`src/rtl/mem_arbiter_pkg.sv`:
```
// mem_arbiter_pkg: shared definitions for the instruction/data memory arbiter.
//   - arb_state_t       : arbiter FSM state encoding
//   - STARVE_LIMIT_DEF  : default cap on data grants while a fetch waits
//   - MEM_SPACE         : highest word index of the default memory
//   - F3_*              : load/store funct3 encodings
//   - BE_*              : big-endian byte-enable masks (offset 0 = bits [31:24])
//   - d_access_err()    : data access legality check
package mem_arbiter_pkg;

  localparam int MEM_SPACE        = 1023;
  localparam int STARVE_LIMIT_DEF = 4;

  typedef enum logic [1:0] {
    IDLE   = 2'd0,
    I_RESP = 2'd1,
    D_RESP = 2'd2
  } arb_state_t;

  // Loads use all five; stores use only B/H/W (SB=000, SH=001, SW=010).
  localparam logic [2:0] F3_B  = 3'b000;
  localparam logic [2:0] F3_H  = 3'b001;
  localparam logic [2:0] F3_W  = 3'b010;
  localparam logic [2:0] F3_BU = 3'b100;
  localparam logic [2:0] F3_HU = 3'b101;

  localparam logic [3:0] BE_B0 = 4'b1000;  // byte at offset 0, shifted right by offset
  localparam logic [3:0] BE_H0 = 4'b1100;  // halfword at offset 0
  localparam logic [3:0] BE_H2 = 4'b0011;  // halfword at offset 2
  localparam logic [3:0] BE_W  = 4'b1111;

  // Misaligned, reserved funct3 (including unsigned variants on stores) or
  // word index beyond the memory depth.
  function automatic logic d_access_err(input logic        we,
                                        input logic [2:0]  f3,
                                        input logic [31:0] addr,
                                        input int unsigned words);
    logic bad_f3;
    logic misal;
    logic oor;
    bad_f3 = 1'b0;
    misal  = 1'b0;
    case (f3)
      F3_B:    bad_f3 = 1'b0;
      F3_H:    misal  = addr[0];
      F3_W:    misal  = (addr[1:0] != 2'b00);
      F3_BU:   bad_f3 = we;
      F3_HU:   begin bad_f3 = we; misal = addr[0]; end
      default: bad_f3 = 1'b1;
    endcase
    oor = ({2'b00, addr[31:2]} >= words);
    return bad_f3 | misal | oor;
  endfunction

endpackage

```
`src/rtl/mem_arbiter_lane_align.sv`:
```
// mem_lane_align: combinational big-endian lane steering and load extension.
// Ports:
//   i_funct3 [2:0]  access size/sign encoding
//   i_off    [1:0]  byte offset within the word
//   i_wdata  [31:0] right-justified store data
//   i_rdata  [31:0] raw memory word
//   o_be     [3:0]  store byte enables
//   o_wdata  [31:0] lane-replicated store data
//   o_rdata  [31:0] selected and extended load data
module mem_lane_align
  import mem_arbiter_pkg::*;
(
  input  logic [2:0]  i_funct3,
  input  logic [1:0]  i_off,
  input  logic [31:0] i_wdata,
  input  logic [31:0] i_rdata,
  output logic [3:0]  o_be,
  output logic [31:0] o_wdata,
  output logic [31:0] o_rdata
);

  logic [7:0]  w_byte;
  logic [15:0] w_half;

  // Pick the addressed byte/halfword; offset 0 is the most significant lane.
  always_comb begin
    w_byte = 8'h00;
    case (i_off)
      2'b00:   w_byte = i_rdata[31:24];
      2'b01:   w_byte = i_rdata[23:16];
      2'b10:   w_byte = i_rdata[15:8];
      default: w_byte = i_rdata[7:0];
    endcase
    if (i_off[1]) begin
      w_half = i_rdata[15:0];
    end else begin
      w_half = i_rdata[31:16];
    end
  end

  // Byte enables, replicated write data and extended read data per size.
  always_comb begin
    o_be    = 4'b0000;
    o_wdata = 32'h0000_0000;
    o_rdata = 32'h0000_0000;
    case (i_funct3)
      F3_B: begin
        o_be    = BE_B0 >> i_off;
        o_wdata = {4{i_wdata[7:0]}};
        o_rdata = {{24{w_byte[7]}}, w_byte};
      end
      F3_BU: begin
        o_be    = BE_B0 >> i_off;
        o_wdata = {4{i_wdata[7:0]}};
        o_rdata = {24'h00_0000, w_byte};
      end
      F3_H: begin
        o_be    = i_off[1] ? BE_H2 : BE_H0;
        o_wdata = {2{i_wdata[15:0]}};
        o_rdata = {{16{w_half[15]}}, w_half};
      end
      F3_HU: begin
        o_be    = i_off[1] ? BE_H2 : BE_H0;
        o_wdata = {2{i_wdata[15:0]}};
        o_rdata = {16'h0000, w_half};
      end
      F3_W: begin
        o_be    = BE_W;
        o_wdata = i_wdata;
        o_rdata = i_rdata;
      end
      default: begin
        o_be    = 4'b0000;
        o_wdata = 32'h0000_0000;
        o_rdata = 32'h0000_0000;
      end
    endcase
  end

endmodule

```
`src/rtl/mem_arbiter.sv`:
```
// mem_arbiter: two-port (fetch / data) arbiter onto a single-ported word memory.
// One access outstanding at a time: IDLE issues, I_RESP/D_RESP return data.
// Ports:
//   clk, rst_n                       clock, async active-low reset
//   i_req, i_addr                    fetch request (level) and byte address
//   i_valid, i_rdata                 fetch response pulse and word
//   d_req, d_we, d_funct3, d_addr,   data request (level), direction, size,
//   d_wdata                          byte address, right-justified store data
//   d_valid, d_err, d_rdata          data response pulse, error flag, load data
//   mem_en, mem_we, mem_be,          memory strobe, write, byte enables,
//   mem_addr, mem_wdata, mem_rdata   word address, write data, read data (+1 cycle)
module mem_arbiter
  import mem_arbiter_pkg::*;
#(
  parameter int STARVE_LIMIT = STARVE_LIMIT_DEF,
  parameter int MEM_WORDS    = MEM_SPACE + 1
) (
  input  logic        clk,
  input  logic        rst_n,
  input  logic        i_req,
  input  logic [31:0] i_addr,
  output logic        i_valid,
  output logic [31:0] i_rdata,
  input  logic        d_req,
  input  logic        d_we,
  input  logic [2:0]  d_funct3,
  input  logic [31:0] d_addr,
  input  logic [31:0] d_wdata,
  output logic        d_valid,
  output logic        d_err,
  output logic [31:0] d_rdata,
  output logic        mem_en,
  output logic        mem_we,
  output logic [3:0]  mem_be,
  output logic [9:0]  mem_addr,
  output logic [31:0] mem_wdata,
  input  logic [31:0] mem_rdata
);

  localparam int              CW      = (STARVE_LIMIT < 1) ? 1 : $clog2(STARVE_LIMIT + 1);
  localparam logic [CW-1:0]   LIMIT_C = CW'(STARVE_LIMIT);

  arb_state_t    r_state;
  arb_state_t    w_state_nxt;
  logic [CW-1:0] r_starve_cnt;
  logic [2:0]    r_d_funct3;
  logic [1:0]    r_d_off;
  logic          r_d_we;
  logic          r_d_err;

  logic          w_pick_i;
  logic          w_gnt_i;
  logic          w_gnt_d;
  logic          w_d_err;
  logic [2:0]    w_f3_sel;
  logic [1:0]    w_off_sel;
  logic [3:0]    w_be;
  logic [31:0]   w_wdata_lane;
  logic [31:0]   w_rdata_ext;
  logic          w_unused_bits;

  // Fetch address bits outside the word index play no part in the access.
  assign w_unused_bits = ^{i_addr[31:12], i_addr[1:0]};

  // Data wins ties until the fetch side has waited STARVE_LIMIT data grants.
  assign w_pick_i = i_req & (~d_req | (r_starve_cnt == LIMIT_C));
  assign w_gnt_i  = (r_state == IDLE) & w_pick_i;
  assign w_gnt_d  = (r_state == IDLE) & d_req & ~w_pick_i;
  assign w_d_err  = d_access_err(d_we, d_funct3, d_addr, MEM_WORDS);

  // The aligner serves the store path while issuing and the load path while
  // responding, so its controls come from the live request or the captured one.
  assign w_f3_sel  = (r_state == D_RESP) ? r_d_funct3 : d_funct3;
  assign w_off_sel = (r_state == D_RESP) ? r_d_off    : d_addr[1:0];

  mem_lane_align u_lane (
    .i_funct3 (w_f3_sel),
    .i_off    (w_off_sel),
    .i_wdata  (d_wdata),
    .i_rdata  (mem_rdata),
    .o_be     (w_be),
    .o_wdata  (w_wdata_lane),
    .o_rdata  (w_rdata_ext)
  );

  // FSM state register.
  always_ff @(posedge clk or negedge rst_n) begin
    if (!rst_n) begin
      r_state <= IDLE;
    end else begin
      r_state <= w_state_nxt;
    end
  end

  // FSM next-state logic.
  always_comb begin
    w_state_nxt = r_state;
    case (r_state)
      IDLE: begin
        if (w_gnt_i) begin
          w_state_nxt = I_RESP;
        end else if (w_gnt_d) begin
          w_state_nxt = D_RESP;
        end else begin
          w_state_nxt = IDLE;
        end
      end
      I_RESP:  w_state_nxt = IDLE;
      D_RESP:  w_state_nxt = IDLE;
      default: w_state_nxt = IDLE;
    endcase
  end

  // Starvation counter: counts data grants taken over a waiting fetch.
  always_ff @(posedge clk or negedge rst_n) begin
    if (!rst_n) begin
      r_starve_cnt <= '0;
    end else if (!i_req || w_gnt_i) begin
      r_starve_cnt <= '0;
    end else if (w_gnt_d && (r_starve_cnt != LIMIT_C)) begin
      r_starve_cnt <= r_starve_cnt + CW'(1);
    end else begin
      r_starve_cnt <= r_starve_cnt;
    end
  end

  // Capture the granted data request so the response does not depend on the
  // requester keeping its inputs stable.
  always_ff @(posedge clk or negedge rst_n) begin
    if (!rst_n) begin
      r_d_funct3 <= 3'b000;
      r_d_off    <= 2'b00;
      r_d_we     <= 1'b0;
      r_d_err    <= 1'b0;
    end else if (w_gnt_d) begin
      r_d_funct3 <= d_funct3;
      r_d_off    <= d_addr[1:0];
      r_d_we     <= d_we;
      r_d_err    <= w_d_err;
    end else begin
      r_d_funct3 <= r_d_funct3;
      r_d_off    <= r_d_off;
      r_d_we     <= r_d_we;
      r_d_err    <= r_d_err;
    end
  end

  // FSM outputs; gated by rst_n so every output is 0 while reset is held.
  always_comb begin
    i_valid   = 1'b0;
    i_rdata   = 32'h0000_0000;
    d_valid   = 1'b0;
    d_err     = 1'b0;
    d_rdata   = 32'h0000_0000;
    mem_en    = 1'b0;
    mem_we    = 1'b0;
    mem_be    = 4'b0000;
    mem_addr  = 10'd0;
    mem_wdata = 32'h0000_0000;
    if (rst_n) begin
      case (r_state)
        IDLE: begin
          if (w_gnt_i) begin
            mem_en   = 1'b1;
            mem_be   = BE_W;
            mem_addr = i_addr[11:2];
          end else if (w_gnt_d && !w_d_err) begin
            mem_en    = 1'b1;
            mem_we    = d_we;
            mem_be    = d_we ? w_be : BE_W;
            mem_addr  = d_addr[11:2];
            mem_wdata = d_we ? w_wdata_lane : 32'h0000_0000;
          end else begin
            mem_en = 1'b0;
          end
        end
        I_RESP: begin
          i_valid = 1'b1;
          i_rdata = mem_rdata;
        end
        D_RESP: begin
          d_valid = 1'b1;
          d_err   = r_d_err;
          d_rdata = (r_d_err || r_d_we) ? 32'h0000_0000 : w_rdata_ext;
        end
        default: begin
          i_valid = 1'b0;
        end
      endcase
    end else begin
      i_valid = 1'b0;
    end
  end

endmodule
```
`config.mk`:
```
export PLATFORM = sky130hd
export DESIGN_NAME = mem_arbiter
export DESIGN_NICKNAME = d
export VERILOG_FILES = /design/src/rtl/mem_arbiter_pkg.sv /design/src/rtl/mem_arbiter_lane_align.sv /design/src/rtl/mem_arbiter.sv
export SDC_FILE = /design/constraint.sdc
export NUM_CORES = 1
export LEC_CHECK = 0
export CELL_PAD_IN_SITES_DETAIL_PLACEMENT = 1
export CELL_PAD_IN_SITES_GLOBAL_PLACEMENT = 1
export CORE_MARGIN = 2
export CORE_UTILIZATION = 19
export DETAILED_ROUTE_END_ITERATION = 7
export HOLD_SLACK_MARGIN = 0.03
export MAX_ROUTING_LAYER = met4
export PLACE_DENSITY_LB_ADDON = 0.1
export SYNTH_ARGS = -nofsm -noshare
export SYNTH_HDL_FRONTEND = slang
export SYNTH_SLANG_ARGS = --single-unit
```
`constraint.sdc`:
```
create_clock -name clk -period 3 [get_ports clk]
set_input_delay 0.6 -clock clk [delete_from_list [all_inputs] [get_ports clk]]
set_output_delay 0.6 -clock clk [all_outputs]
set_load 0.02 [all_outputs]
```
# [Yosys cells after proc, flatten, opt, wreduce, memory -nomap -nowiden]
# Cells that the tools add are included.
[classes] n_addsub=1 n_mul=0 n_div=0 magnitude_cmp=1 n_eq_ne=14 shifts=1 n_mux=48 bitwise_logic=9 reduce_logical=17
[op_table] cell="32-bit two-way mux" n=10
[op_table] cell="32-bit case mux with 5 select lines" n=1
[op_table] cell="32-bit case mux with 3 select lines" n=1
[op_table] cell="10-bit two-way mux" n=4
[op_table] cell="30-bit by 11-bit greater-or-equal comparator with 1-bit output (second input constant)" n=1
[op_table] cell="4-bit two-way mux" n=6
[op_table] cell="8-bit case mux with 3 select lines" n=1
[op_table] cell="16-bit two-way mux" n=1
[op_table] cell="3-bit == test (second input constant)" n=5
[op_table] cell="1-bit two-way mux" n=14
[op_table] cell="4-bit case mux with 3 select lines" n=1
[op_table] cell="3-bit two-way mux" n=3
[op_table] cell="2-bit two-way mux" n=4
[op_table] cell="2-bit OR reduction" n=4
[op_table] cell="3-bit by 1-bit == test with 1-bit output (second input constant)" n=2
[op_table] cell="3-bit by 2-bit == test with 1-bit output (second input constant)" n=2
[op_table] cell="3-bit zero test" n=2
[op_table] cell="1-bit bitwise AND" n=4
[op_table] cell="2-bit by 1-bit == test with 1-bit output (second input constant)" n=2
[op_table] cell="2-bit == test (second input constant)" n=2
[op_table] cell="2-bit zero test" n=2
[op_table] cell="1-bit case mux with 2 select lines" n=2
[op_table] cell="2-bit nonzero test" n=2
[op_table] cell="4-bit by 2-bit >> shifter with 4-bit output (first input constant)" n=1
[op_table] cell="8 further kinds" n=14
[totals] reg_bits=12 latch_bits=0 ram_bits=0 mem_bits_ro=0 out_inout_bits=115 elab_cells=97 memories=0

# [Longest topological paths before layout]
# Gate-level depths: netlist (run 1).
[depth] word_depth=11 depth_mapped=9 depth_no_buf=8

# [Hierarchy]
# A second synthesis (run 1) with hierarchy kept.
[unflattened] cells_unflattened=408 area_unflattened_um2=2971.6
[by_module_without_submodules] module="mem_arbiter" n_inst=1 cells_per_inst=209 area_each_um2=1619.1 seq_area_each_um2=300.3
[by_module_without_submodules] module="mem_lane_align" n_inst=1 cells_per_inst=199 area_each_um2=1352.5 seq_area_each_um2=0.0

# [Worst setup path before layout (run 1)]
# Ideal clock, no wire load.
[synth_timing] path_type="input to output" start="input port d_funct3[0]" end="output port mem_wdata[11]" t_arrival_ns=2.160 required_ns=2.400 path_slack_ns=0.240 stages=7 n_path_buf=2 path_cell_list="clkbuf_1 nor4_1 o32ai_2 nor4_4 nand4_4 buf_4 nor2_1"
[synth_between] elab_chain_cells=11 elab_cells_between_ends=28
[synth_lines] item="from (decl)" line_no="mem_arbiter.sv:26" rtl="input logic [2:0] d_funct3,"
[synth_lines] item="3-bit by 2-bit == test with 1-bit output (tied with other cells)" line_no="mem_arbiter_pkg.sv:42" rtl="case (f3)"
[synth_lines] item="3-bit OR reduction (no line) or 2-bit OR reduction (tied branches)"
[synth_lines] item="1-bit case mux with 2 select lines" line_no="mem_arbiter_pkg.sv:42"
[synth_lines] item="1-bit bitwise OR (2 in a row)" line_no="mem_arbiter_pkg.sv:51" rtl="return bad_f3 | misal | oor;"
[synth_lines] item="1-bit zero test" line_no="mem_arbiter.sv:167" rtl="end else if (w_gnt_d && !w_d_err) begin"
[synth_lines] item="1-bit logical AND" line_no="mem_arbiter.sv:167"
[synth_lines] item="32-bit two-way mux *" line_no="mem_arbiter.sv:167"
[synth_lines] item="32-bit two-way mux *" line_no="mem_arbiter.sv:163" rtl="if (w_gnt_i) begin"
[synth_lines] item="32-bit two-way mux *" line_no="mem_arbiter.sv:161" rtl="case (r_state)"
[synth_lines] item="32-bit two-way mux *" line_no="mem_arbiter.sv:160" rtl="if (rst_n) begin"
[synth_lines] item="to (decl)" line_no="mem_arbiter.sv:36" rtl="output logic [31:0] mem_wdata,"
# Mark *: on every way between the ends. The rest lies on a longest branch, timed or not.

# [Final worst setup path (run 1)]
[layout_timing] start="register r_state[0]" end="output port d_rdata[28]"
[layout_between] elab_chain_cells=8 elab_cells_between_ends=17
[layout_lines] item="from (decl)" line_no="mem_arbiter.sv:43" rtl="arb_state_t r_state;"
[layout_lines] item="from (signal assigned)" line_no="mem_arbiter.sv:91" rtl="r_state <= w_state_nxt;"
[layout_lines] item="2-bit == test *" line_no="mem_arbiter.sv:73, mem_arbiter.sv:74, mem_arbiter.sv:161"
[layout_lines] item="2-bit two-way mux" line_no="mem_arbiter.sv:74" rtl="assign w_off_sel = (r_state == D_RESP) ? r_d_off : d_addr[1:0];"
[layout_lines] item="2-bit == test (tied with other cells)" line_no="mem_arbiter_lane_align.sv:28" rtl="case (i_off)"
[layout_lines] item="8-bit case mux with 3 select lines" line_no="mem_arbiter_lane_align.sv:28"
[layout_lines] item="32-bit case mux with 5 select lines" line_no="mem_arbiter_lane_align.sv:46" rtl="case (i_funct3)"
[layout_lines] item="32-bit two-way mux" line_no="mem_arbiter.sv:184" rtl="d_rdata = (r_d_err || r_d_we) ? 32'h0000_0000 : w_rdata_ext;"
[layout_lines] item="32-bit two-way mux *" line_no="mem_arbiter.sv:161"
[layout_lines] item="32-bit two-way mux *" line_no="mem_arbiter.sv:160"
[layout_lines] item="to (decl)" line_no="mem_arbiter.sv:31" rtl="output logic [31:0] d_rdata,"
# Marked as above.

==> metrics.txt, run 1 <==
outcome=finished, violations left; failing checks=negative setup slack; crit start category=flop; CTS H-Tree Depth=1; TritonCTS Buffers=3; most area-consuming cells after synthesis=dfrtp_1 12%, and2_1 11%, a22oi_1 9.2%; Post-CTS Hold Fix Bufs=0; Final Util=0.473; Critical Path RT=2.40 ns; most common cell in the netlist=and2_1; Netlist cell types=54; Comb pwr share=0.675; r2r worst-path depth=6; WP data arrival=2.42 ns; Syn-to-layout area delta=146%; number of synthesized register bits=12; Synth area leader=dfrtp_1; largest family of logic cells by synthesized area=compound AO/OA/AOI/OAI gates; Hold/Removal Path Class=flop to flop; leakage=2.74 nW; top cell type's share of synthesized area=0.119; PnR worst setup slack=-0.0180 ns; number of vias per cell=4.80; drt drc=0; clock buffer depth=2; vias in the first global route=4325; GR Util All Layers=0.211; DRT iter0 DRCs=160; number of routed nets with antenna violations=0; gpl congestion=0.838; Adder-Cell Fraction of Synth Area=0.00988; Tcrit/Tclk final=1.01; post-synthesis xor/xnor area fraction=0; Post-Synth Simple-Gate Area=0.332; grt ovf=0; Skew-Pair Late Insertion Delay=0.24 ns; DP HPWL=12300 microns; sequential share of the synthesized area=0.119; slew margin rel.=0.752; # IOs=251; syn nets=494; Avg Cell Area, Syn=7.11 sq um; final cell count without fillers=853; CTS tree=done; yosys warns=0; Final Hold Fails=0; die area=0.0143 sq mm; Reg clk slew, reported paths=0.04 ns; sw frac=0.391; PortBufs=228; clock net sink count=12; Setup TNS=-0.0206 ns; IR Drop Worst-Case VDD=0.162 mV; core area=0.0131 sq mm; Sw Pwr=0.539 mW; ant diodes=0; mapped cell area=0.00253 sq mm; Crit Path Category=flop to output pin; crit path time final=3.02 ns; peak fanout along the critical path=7; fin nets=817; number of flops mapped to enable cells by yosys=0; Row Count=42; largest net degree at the start of global routing=34; setup violators final=2; Highest Clock Rate=0.331 GHz; Worst Tran Pin Value=0.372 ns; drt wl/cell=18.5 microns; Die Y=119 microns; P_int=0.840 mW; CP Capture Type=output pin; pwr dens=222 mW/mm^2; Reg power frac=0.152; first-pass GRT wire length=23400 microns; Post-Route WL=15800 microns; asr flop ratio synth=1.00; die width=119 microns; Syn Inst Count=356; Commonest cells post-synth=44 x and2_1, 41 x a21oi_1, 41 x nor2_1; MaxCap Viol Count=0; Starting Density=0.193; fraction of synthesized area in multiplexers=0.130; initial antenna violation count=0; RSZ-0062 raised after global routing=yes; clk_skew=0.00172 ns; hold slack final=0.518 ns; clock share of power=0.173; Pre-antenna DRT Iters=4; routed vias=4094; CTS root buf=clkbuf_16; share of post-route cells with drive strength above 1=0.490; Compound-Gate Fraction of Synth Area=0.340; Most used DFF post-synth=dfrtp_1; hold depth=1; Max Slew Vio Count=0; placed cell count=822
==> per-stage QoR <==
step	power (mW)	area, sq um	setup slack [ns]
2_1_floorplan	0.546	2530	0.240
3_3_place_gp	0.981	5600	-0.695
3_5_place_dp	0.997	5600	-0.788
4_1_cts	1.29	5800	-0.0526
5_1_grt	1.46	6220	-0.0938
6_report	1.38	6220	-0.0180
==> area by class of cell <==
cell class	instances	area (sq um)
tap	176	220
timing repair buffer	342	2960
multi-input combinational	309	2610
clock buffer	3	75.1
inverter	10	42.5
timing repair inverter	1	7.51
fill	1602	6920
sequential	12	303
==> final timing paths <==
kind                             from              end  slack, ns
max                        r_state[0]      d_rdata[28]      -0.02
min                            r_d_we           r_d_we       0.52
max reg2reg                r_state[0]          r_d_err       1.36
min reg2reg                    r_d_we           r_d_we       0.52
max in group asynchronous       rst_n       r_state[0]       2.09
min in group asynchronous       rst_n  r_starve_cnt[2]       0.76
==> state kept, by name (all words and copies together) (netlist names) <==
| register | count |
|---|---|
| r_d_err | 1 |
| r_d_funct3 | 3 |
| r_d_off | 2 |
| r_d_we | 1 |
| r_starve_cnt | 3 |
| r_state | 2 |
==> worst max-delay path, cell delays in order (launching register included) <==
cell and delay (ns):
dfrtp_2 0.44, buf_6 0.13, nor2b_4 0.18, buf_6 0.17, mux2i_1 0.21, a211oi_2 0.06
buf_4 0.16, o31ai_4 0.30, buf_6 0.15, buf_12 0.14, a21oi_2 0.06, buf_4 0.16
==> cell families after synthesis <==
family | after synthesis
AOI/OAI and AO/OA | 126
adders and majority gates | 2
buffers and inverters | 35
DFF | 12
muxes | 29
and+or+nand+nor | 152
==> cell usage in the layout (no fill, tap or decap), drive strengths merged, types with 4 or more instances in the layout <==
cell / instances
clkdlybuf4s50: 73
clkbuf: 18
inv: 10
buf: 196
o2bb2ai: 7
o21ai: 19
a22o: 5
a21oi: 42
nand2: 27
a22oi: 31
nor2: 44
dlygate4sd2: 43
a31oi: 5
nor4: 7
clkdlybuf4s15: 14
dfrtp: 12
mux2: 15
and2: 44
mux2i: 14
nand3: 10
nor2b: 4
==> power by group through the flow <==
stage	logic, mW	clock network, mW	registers (mW)
2_1_floorplan	0.347	0	0.199
5_1_grt	1.00	0.250	0.213
3_5_place_dp	0.790	0	0.207
6_report	0.930	0.238	0.210
4_1_cts	0.840	0.245	0.207
3_3_place_gp	0.775	0	0.206
==> repair_timing <==
action,in CTS,in global routing
setup endpoints to repair,113,74
cloned,4,0
pin swaps,19,23
buffers inserted,17,12
gates resized for setup,488,180
==> layer usage <==
metal / up-vias / GRT usage / wire length [microns]
li1: 1965 / - / -
met1: 1942 / 0.233 / 6070
met2: 171 / 0.406 / 8570
met3: 16 / 0.0268 / 918
met4: 0 / 0.0397 / 263
met5: - / - / 0
No activity file was read; power rests on OpenSTA's default activity.
==> run 2: changes to the inputs <==
==> config.mk (replaced) <==
export PLATFORM = sky130hd
export DESIGN_NAME = mem_arbiter
export DESIGN_NICKNAME = d
export VERILOG_FILES = /design/src/rtl/mem_arbiter_pkg.sv /design/src/rtl/mem_arbiter_lane_align.sv /design/src/rtl/mem_arbiter.sv
export SDC_FILE = /design/constraint.sdc
export NUM_CORES = 1
export LEC_CHECK = 0
export CORE_AREA = 2 2 97 99
export DETAILED_ROUTE_END_ITERATION = 7
export DIE_AREA = 0 0 99 101
export DONT_BUFFER_PORTS = 1
export HOLD_SLACK_MARGIN = 0.03
export MAX_ROUTING_LAYER = met4
export SYNTH_ARGS = -nofsm -noshare
export SYNTH_HDL_FRONTEND = slang
export SYNTH_SLANG_ARGS = --single-unit
==> run 2 against run 1 <==
Compared with the run above: the run now ends clean; non-clock buffer count fell by 267; combinational power decreased by 47%; global-route usage down 1.4 points; sequential share of layout area rose by 4.2 points; die area is 30% lower; worst hold slack got worse by 0.47 ns; fmax rose by 2.4%; final cell count down 39%; routed wire length fell by 31%; clock power is 39% lower; largest cell class is now multi-input gates.
==> metrics.txt, run 2 (same netlist as run 1, synthesis figures left out) <==
P_int=0.482 mW (-43%); Reg clk slew, reported paths=0.05 ns (about the same); Syn-to-layout area delta=31.9%; Final Hold Fails=0 (unchanged); vias in the first global route=2854 (-34%); commonest non-fill, non-tap cell in the layout=buf_4; Reg power frac=0.255 (+0.103); final cell count without fillers=522 (-39%); Worst path max stage delay=0.54 ns (+0.10 ns); die area=0.0100 sq mm (-30%); Comb pwr share=0.576 (-0.099); peak fanout along the critical path=7 (unchanged); routed vias=3100 (-24%); slew margin rel.=0.704 (-0.0476); MaxCap Viol Count=0 (unchanged); number of routed nets with antenna violations=0 (unchanged); DRT iter0 DRCs=192 (+20%); leakage=1.29 nW (-53%); Critical Path RT=2.40 ns (about the same); crit start category=flop; Hold/Removal Path Class=primary input to asynchronous set/reset pin; Post-Place Worst Slack=-0.314 ns (+0.474 ns); drt wl/cell=21.1 microns (+14%); Slowest-stage cell, CP=or4b_4; clock net sink count=12 (unchanged); initial antenna violation count=0 (unchanged); Pre-antenna DRT Iters=4 (unchanged); # IOs=251 (unchanged); RSZ-0062 raised after global routing=yes; Crit Path Category=flop to output pin; Max Slew Vio Count=0 (unchanged); TritonCTS Buffers=3 (unchanged); IR Drop Worst-Case VDD=0.211 mV (+30%); Post-Route WL=11000 microns (-31%); fin nets=551 (-33%); CTS H-Tree Depth=1 (unchanged); CP cell instances=buf_6 -> or4b_4 -> o31ai_2 -> nor2b_2 -> buf_4 -> a22oi_1 -> a21oi_1 -> buf_4; clock buffer depth=2 (unchanged); drt drc=0 (unchanged); clk_skew=0.00416 ns (+0.00244 ns); DP HPWL=8670 microns (-29%); Sw Pwr=0.369 mW (-32%); Row Count=35 (-17%); Worst Tran Pin Value=0.442 ns (+0.0698 ns); Setup TNS=0 ns (+0.0206 ns); Tcrit/Tclk final=0.982 (-0.0237); PortBufs=0 (-100%); pwr dens=255 mW/mm^2 (+15%); number of vias per cell=5.94 (+24%); CP Capture Type=output pin; gpl congestion=0.937 (+12%); PnR worst setup slack=0.0531 ns (+0.0711 ns); most frequent cells in the layout=71 x buf_4, 44 x and2_1, 40 x a21oi_1; Skew-Pair Late Insertion Delay=0.24 ns (about the same); share of post-route cells with drive strength above 1=0.333 (-0.157); CTS tree=done; largest net degree at the start of global routing=34 (unchanged); first-pass GRT wire length=15400 microns (-34%); Die Y=101 microns (-15%); ant diodes=0 (unchanged); Starting Density=0.282 (+0.0893); CP most frequent cell=buf_4; Highest Clock Rate=0.339 GHz (+2.4%); sw frac=0.433 (+0.0425); grt ovf=0 (unchanged); setup violators final=0 (-2); core area=0.00898 sq mm (-32%); top flop regs=r_d_funct3 (3), r_starve_cnt (3); WP data arrival=2.35 ns (-0.07 ns); CTS root buf=clkbuf_8; clock share of power=0.169 (-0.004); die width=99 microns (-17%); outcome=complete, no violations; crit path time final=2.95 ns (-0.0711 ns); placed cell count=510 (-38%); GR Util All Layers=0.197 (-0.0143)
[run 2: cell count changes in the layout (fill, tap and decap cells not counted), moves of 9 or more]
cell             before  now
buf_6                48    3
dlygate4sd2_1        43    0
nor2_4               16    2
clkbuf_2             15    0
buf_4               111   71
a21oi_1              24   40
buf_2                33    0
nor2_1               20   36
clkdlybuf4s15_1       9    0
clkdlybuf4s50_1      73    0
[run 2: worst max-delay path: cells and delay by family, from the launching register on]
kind,cells,cell delay [ns]
AOI/OAI and AO/OA,3,0.42
buffers and inverters,3,0.51
DFF,1,0.44
and+or+nand+nor,2,0.75
[run 2: final cells by class]
cell class | instances | area, sq um
Clock buffer | 3 | 41.3
Sequential cell | 12 | 302
Timing Repair Buffer | 75 | 587
Fill cell | 928 | 5640
Inverter | 10 | 40.0
Multi-Input combinational cell | 311 | 2230
Tap cell | 111 | 139
[run 2: metal layers]
metal,up-vias,share of wire,GRT usage
li1,1428,-,-
met1,1454,0.38,0.228
met2,212,0.52,0.357
met3,6,0.092,0.0381
met4,0,0.0062,0.0337
met5,-,0,-
[run 2: final timing paths]
path                                 start         endpoint  slack [ns]  depth (start not counted)
min reg2reg                         r_d_we           r_d_we        0.51                          1
min in group clk                     i_req  r_starve_cnt[0]        0.50                          1
max in group asynchronous            rst_n       r_state[1]        2.86                          0
max                             r_state[0]      d_rdata[14]        0.05                          8
min                                  rst_n  r_starve_cnt[2]        0.05                          0
max reg2reg                r_starve_cnt[0]          r_d_err        1.26                          7
[run 2: stage by stage]
step	cell area (sq um)	hold slack (ns)	total power, mW	utilization
after floorplan	2530	0.304	0.546	-
after global placement	3060	0.305	0.635	0.340
after detailed placement	3060	0.305	0.647	0.340
after CTS	3170	0.0469	0.812	0.353
after global routing	3340	0.0389	0.911	0.372
final	3340	0.0520	0.851	0.372
[run 2: power groups by stage]
stage | registers [mW] | logic (mW) | clock network, mW
final | 0.217 | 0.491 | 0.144
after global placement | 0.211 | 0.425 | 0
after CTS | 0.211 | 0.453 | 0.148
after detailed placement | 0.212 | 0.435 | 0
after floorplan | 0.199 | 0.347 | 0
after global routing | 0.219 | 0.535 | 0.157
[run 2: timing repair]
item	4_1_cts	5_1_grt
pin swaps	3	10
hold buffers	0	0
gates cloned	0	2
setup buffers	3	4
setup endpoints to repair	69	67
resized for setup	8	26
